File: config.mk
export PLATFORM = sky130hd
export DESIGN_NAME = led_pattern_gen
export DESIGN_NICKNAME = d
export VERILOG_FILES = /design/src/rtl/led_pattern_pkg.sv /design/src/rtl/led_prescaler.sv /design/src/rtl/led_pattern_gen.sv
export SDC_FILE = /design/constraint.sdc
export NUM_CORES = 1
export LEC_CHECK = 0
export CORE_MARGIN = 1.5
export CORE_UTILIZATION = 42
export DETAILED_ROUTE_END_ITERATION = 12
export PLACE_DENSITY = 0.67
export SLEW_MARGIN = 20
export SYNTH_ARGS = -nofsm -noshare
export SYNTH_HDL_FRONTEND = slang
export SYNTH_HIERARCHICAL = 1
export SYNTH_SLANG_ARGS = --single-unit
File: constraint.sdc
create_clock -name clk -period 2.4 [get_ports clk]
set_input_delay 0.6 -clock clk [delete_from_list [all_inputs] [get_ports clk]]
set_output_delay 0.6 -clock clk [all_outputs]
set_load 0.05 [all_outputs]
File: src/rtl/led_pattern_pkg.sv
// ============================================================================
// Module   : led_pattern_pkg
// Purpose  : Shared widths, pattern encoding and initial LED values.
// Revision : 1.0 - initial release
// ============================================================================
`default_nettype none

package led_pattern_pkg;

  localparam int LED_W = 8;
  localparam int SW_W  = 3;

  typedef enum logic [SW_W-1:0] {
    OFF    = 3'd0,
    ON     = 3'd1,
    BIN    = 3'd2,
    ROTL   = 3'd3,
    ROTR   = 3'd4,
    BOUNCE = 3'd5,
    ALT    = 3'd6,
    GRAY   = 3'd7
  } pat_e;

  function automatic logic [LED_W-1:0] init_val(input pat_e pat);
    logic [LED_W-1:0] val;
    case (pat)
      ON:      val = 8'hFF;
      ROTL:    val = 8'h01;
      ROTR:    val = 8'h80;
      BOUNCE:  val = 8'h01;
      ALT:     val = 8'hAA;
      default: val = 8'h00;
    endcase
    return val;
  endfunction

endpackage

`default_nettype wire

File: src/rtl/led_prescaler.sv
// ============================================================================
// Module   : led_prescaler
// Purpose  : Emits one tick every PRESCALE enabled cycles; clr restarts count.
// Revision : 1.0 - initial release
// ============================================================================
`default_nettype none

module led_prescaler #(
  parameter int PRESCALE = 4
) (
  input  logic clk,
  input  logic rst,
  input  logic enable,
  input  logic clr,
  output logic tick
);

  localparam logic [15:0] c_last = 16'(PRESCALE - 1);

  logic [15:0] r_count;

  always_ff @(posedge clk or posedge rst) begin
    if (rst) begin
      r_count <= 16'd0;
    end else if (clr) begin
      r_count <= 16'd0;
    end else if (enable) begin
      r_count <= (r_count == c_last) ? 16'd0 : r_count + 16'd1;
    end
  end

  assign tick = enable && (r_count == c_last);

endmodule

`default_nettype wire

File: src/rtl/led_pattern_gen.sv
// ============================================================================
// Module   : led_pattern_gen
// Purpose  : Switch-selected 8-bit LED pattern generator with registered output.
//            Define LED_PRESCALE_EN to step only every PRESCALE enabled cycles.
// Revision : 1.0 - initial release
// ============================================================================
`default_nettype none

module led_pattern_gen
  import led_pattern_pkg::*;
#(
  parameter int PRESCALE = 4
) (
  input  logic             clk,
  input  logic             rst,
  input  logic             enable,
  input  logic [SW_W-1:0]  switch,
  output logic [LED_W-1:0] led
);

  localparam logic [0:0] DIR_LEFT  = 1'b0;
  localparam logic [0:0] DIR_RIGHT = 1'b1;

  logic [SW_W-1:0]  r_sw_q;
  logic [7:0]       r_cnt;
  logic [0:0]       r_dir;
  logic [LED_W-1:0] r_led;

  logic [7:0]       w_cnt_inc;
  logic [7:0]       w_cnt_nxt;
  logic [0:0]       w_dir_nxt;
  logic [LED_W-1:0] w_led_nxt;
  logic             w_sw_change;
  logic             w_tick;
  logic             w_step;

  if (PRESCALE < 1 || PRESCALE > 65535) begin : g_prescale_range_err
    $error("led_pattern_gen: PRESCALE out of range 1..65535");
  end

  assign w_sw_change = (switch != r_sw_q);

`ifdef LED_PRESCALE_EN
  led_prescaler #(
    .PRESCALE (PRESCALE)
  ) u_prescaler (
    .clk    (clk),
    .rst    (rst),
    .enable (enable),
    .clr    (w_sw_change),
    .tick   (w_tick)
  );
`else
  assign w_tick = 1'b1;
`endif

  assign w_step    = enable && w_tick;
  assign w_cnt_inc = r_cnt + 8'd1;

  // A switch change reloads the new pattern regardless of enable/tick.
  always_comb begin
    w_led_nxt = r_led;
    w_cnt_nxt = r_cnt;
    w_dir_nxt = r_dir;
    if (w_sw_change) begin
      w_led_nxt = init_val(pat_e'(switch));
      w_cnt_nxt = 8'd0;
      w_dir_nxt = DIR_LEFT;
    end else if (w_step) begin
      case (pat_e'(r_sw_q))
        OFF:  w_led_nxt = 8'h00;
        ON:   w_led_nxt = 8'hFF;
        BIN: begin
          w_cnt_nxt = w_cnt_inc;
          w_led_nxt = w_cnt_inc;
        end
        ROTL: w_led_nxt = {r_led[6:0], r_led[7]};
        ROTR: w_led_nxt = {r_led[0], r_led[7:1]};
        BOUNCE: begin
          // Turn around at the ends so neither end LED is shown twice.
          if (r_dir == DIR_LEFT) begin
            if (r_led == 8'h80) begin
              w_dir_nxt = DIR_RIGHT;
              w_led_nxt = 8'h40;
            end else begin
              w_led_nxt = r_led << 1;
            end
          end else begin
            if (r_led == 8'h01) begin
              w_dir_nxt = DIR_LEFT;
              w_led_nxt = 8'h02;
            end else begin
              w_led_nxt = r_led >> 1;
            end
          end
        end
        ALT:  w_led_nxt = ~r_led;
        GRAY: begin
          w_cnt_nxt = w_cnt_inc;
          w_led_nxt = w_cnt_inc ^ (w_cnt_inc >> 1);
        end
        default: w_led_nxt = r_led;
      endcase
    end
  end

  always_ff @(posedge clk or posedge rst) begin
    if (rst) begin
      r_sw_q <= '0;
      r_cnt  <= 8'h00;
      r_dir  <= DIR_LEFT;
      r_led  <= 8'h00;
    end else begin
      r_sw_q <= switch;
      r_cnt  <= w_cnt_nxt;
      r_dir  <= w_dir_nxt;
      r_led  <= w_led_nxt;
    end
  end

  assign led = r_led;

endmodule

`default_nettype wire

==> out/qor.yml <==
drt:
  remaining_drc_errors: 0
  dr.first_iter.drc_count: 185
  antenna_left: 0
  dr.pass1.iters: 4
  routed_wl_per_cell_um: 15.31
  finalWirelength_mm: 4.302
  route.detailed.vias_per_inst: 5.918
  routed-via-count: 1663
sta:
  finalCriticalPeriod_ns: 2.245
  finalSetupTns_ns: 0
  report.final.hold_viol_count: 0
  rsz0062_at_grt: "no"
  tightest_slew_ns: 0.5890
  slew_headroom: 0.6032
  achievable-frequency_ghz: 0.4455
  finClkSkew_ns: 0.008255
  report.final.setup_viol: 0
  final_max_slew_viol_count: 0
  final.period_utilization: 0.9353
logic_synthesis:
  postSynth.topFlopCell: "sky130_fd_sc_hd__dfrtp_1"
  syn-instance-count: 219
  cell_area_synth_um2: 1699
  yosysWarningCount: 6
  yosys_register_bits: 20
  synth-async-reset-ratio: 1.000
  synth.top_cell.area_share: 0.2946
  yosys.cell_types.count: 47
  avgSynthCellArea_um2: 7.759
  synth_area_leader_cell: "sky130_fd_sc_hd__dfrtp_1"
  synth-edff-count: 0
  yosysSeqAreaShare: 0.2946
  post_synth_main_area_contributors: "sky130_fd_sc_hd__dfrtp_1, sky130_fd_sc_hd__a21oi_1, sky130_fd_sc_hd__xor2_1, sky130_fd_sc_hd__xnor2_1, sky130_fd_sc_hd__nor2_1"
  synth_nets: 226
worst_setup_path:
  path_class: "reg -> out"
  max_stage_delay_cell_worst_path: "sky130_fd_sc_hd__clkdlybuf4s50_1"
  critical_path.endpoint_type: "output pin"
  worst-path-max-fanout: 7
  critical_path.startpoint_type: "flop"
  critical_path_buf_inv_count: 1
  required_ns: 1.80
  timing.critical_path.slowest_cell_delay_ns: 0.87
  path_cells: "clkdlybuf4s50_1"
  crit_family: "buffers and inverters"
  timing.critical_path.arrival_ns: 1.64
grt:
  gr-usage-met2: 0.3150
  gr-max-usage-layer: "met1"
  grt_remaining_overflow: 0
  initial_antenna_violation_count: 0
  met3_routing_resource_usage_after_global_routing: 0.02027
  first_pass_grt_wire_length_mm: 7.334
  grt_util_all_layers: 0.2170
  grt_max_degree: 21
  grt_util_met1: 0.3228
  first_global_vias: 1536
hold_path:
  worst_min_delay_path_category: "reg -> reg"
cts:
  cts_tree: "done"
  postCtsHoldBufs: 0
  count_of_buffers_added_by_post_cts_timing_repair_for_setup: 0
  clockRootBuffer: "sky130_fd_sc_hd__clkbuf_8"
  numClockSinks: 20
  clock_tree.htree_level_count: 1
  cts_repair_resize_count: 0
  clock_tree.buffer_depth: 2
  clock_pin_slew_worst_setup_and_hold_paths_ns: 0.08
  number_of_buffers_added_by_the_clock_tree_synthesis_step: 3
  worstSkewPairLatency_ns: 0.26
pwr:
  worst_ir_drop_vdd_mv: 0.2512
  pwr_density_cell_nw_per_um2: 451.2
  static-leakage-power_nw: 0.7650
floorplanning:
  die_area_um2: 4436
  ios: 14
  die_h_um: 66.61
  coreArea_um2: 3771
  die_w_um: 66.61
  placement_rows: 22
  initial_standard_cell_utilization_of_the_core: 0.4506
place:
  gp_routability_congestion: 0.9739
  placement.io_buffers: 13
  dpl.hpwl_mm: 3.276
cells_and_area:
  antennaDiodeCount: 0
  design.final.nets: 242
  fin_util: 0.5103
  area_growth_syn_to_layout_pct: 13.26
  final_common_cell: "sky130_fd_sc_hd__a21oi_1"
  post_route_cells_drive_above_1_share: 0.08584
  most-common-layout-cells: "sky130_fd_sc_hd__a21oi_1, sky130_fd_sc_hd__nor2_1, sky130_fd_sc_hd__nand2_1"
flow_run:
  maxCapViolCount: 0
run_status:
  run_status: "complete, no violations"
==> cell usage after synthesis (3+ instances only) <==
cell and instances:
sky130_fd_sc_hd__a21oi_1 24, sky130_fd_sc_hd__nor2_1 23, sky130_fd_sc_hd__nand2_1 22, sky130_fd_sc_hd__dfrtp_1 20, sky130_fd_sc_hd__nand3_1 13, sky130_fd_sc_hd__o21ai_0 11, sky130_fd_sc_hd__xor2_1 11, sky130_fd_sc_hd__xnor2_1 10
sky130_fd_sc_hd__inv_1 9, sky130_fd_sc_hd__nand2b_1 8, sky130_fd_sc_hd__o22ai_1 6, sky130_fd_sc_hd__buf_2 5, sky130_fd_sc_hd__a31oi_1 4, sky130_fd_sc_hd__buf_6 4, sky130_fd_sc_hd__a21o_1 3, sky130_fd_sc_hd__clkbuf_1 3
sky130_fd_sc_hd__mux2i_1 3, sky130_fd_sc_hd__nor3_1 3
==> final timing paths <==
path,from,endpoint,slack (ns),cells after the start
worst max-delay path,led[1]$_DFFE_PP0P_,led[1],0.16,1
worst min-delay path,led[2]$_DFFE_PP0P_,led[2]$_DFFE_PP0P_,0.63,2
worst max register to register,r_cnt[0]$_DFFE_PP0P_,led[3]$_DFFE_PP0P_,0.37,6
worst min register to register,led[2]$_DFFE_PP0P_,led[2]$_DFFE_PP0P_,0.63,2
max in group asynchronous,rst,led[6]$_DFFE_PP0P_,1.51,3
min in group asynchronous,rst,r_sw_q[0]$_DFF_PP0_,0.66,3
==> power breakdown <==
group / switching, mW / internal, mW / leakage, nW
Clock: 0.110 / 0.112 / 0.0216
Sequential: 0.0381 / 0.353 / 0.263
Combinational: 0.151 / 0.104 / 0.480
Total: 0.299 / 0.569 / 0.765
==> final cells by class <==
cell class	instances	area, µm²
well taps	48	60.06
clock buffers	3	41.29
flip-flops and latches	20	500.5
repair buffers	24	212.7
fillers	372	1847
inverters	9	33.78
multi-input cells	177	1076
==> stage by stage <==
stage | cell area [µm²] | setup WS, ns | power (mW) | hold slack [ns] | std cells
after floorplan | 1699 | 0.4250 | 0.5659 | 0.5603 | 219
after global placement | 1883 | 0.1716 | 0.6498 | 0.6219 | 278
after detailed placement | 1883 | 0.1558 | 0.6512 | 0.6243 | 278
after CTS | 1924 | 0.1737 | 0.8741 | 0.6384 | 281
after global routing | 1924 | 0.1252 | 0.9170 | 0.6774 | 281
final | 1924 | 0.1552 | 0.8682 | 0.6336 | 281
==> state kept, by name, indices dropped and copies added, names as in the netlist <==
| name | cells |
|---|---|
| r_dir | 1 |
| led | 8 |
| r_sw_q | 3 |
| r_cnt | 8 |
==> metal layers <==
metal	wire length, µm	up-vias
met3	160	9
li1	-	823
met5	0	-
met1	2162	784
met4	98	0
met2	1880	47
==> worst register-to-register path: stages, from the launching register on <==
cell and delay, ns:
sky130_fd_sc_hd__dfrtp_1 0.50, sky130_fd_sc_hd__ha_1 0.32, sky130_fd_sc_hd__nand3_1 0.21, sky130_fd_sc_hd__xor2_1 0.36, sky130_fd_sc_hd__xnor2_1 0.16, sky130_fd_sc_hd__a21oi_1 0.11
sky130_fd_sc_hd__a311oi_1 0.28
==> cell families after synthesis <==
group | Yosys count | share of synthesized area
simple gates | 84 | 0.2452
xor+xnor | 21 | 0.1082
mux | 3 | 0.01767
compound gates | 68 | 0.2548
buf+inv | 22 | 0.07216
flops | 20 | 0.2946
fa+ha+maj | 1 | 0.007363
Power figures use the tool's default switching activity.
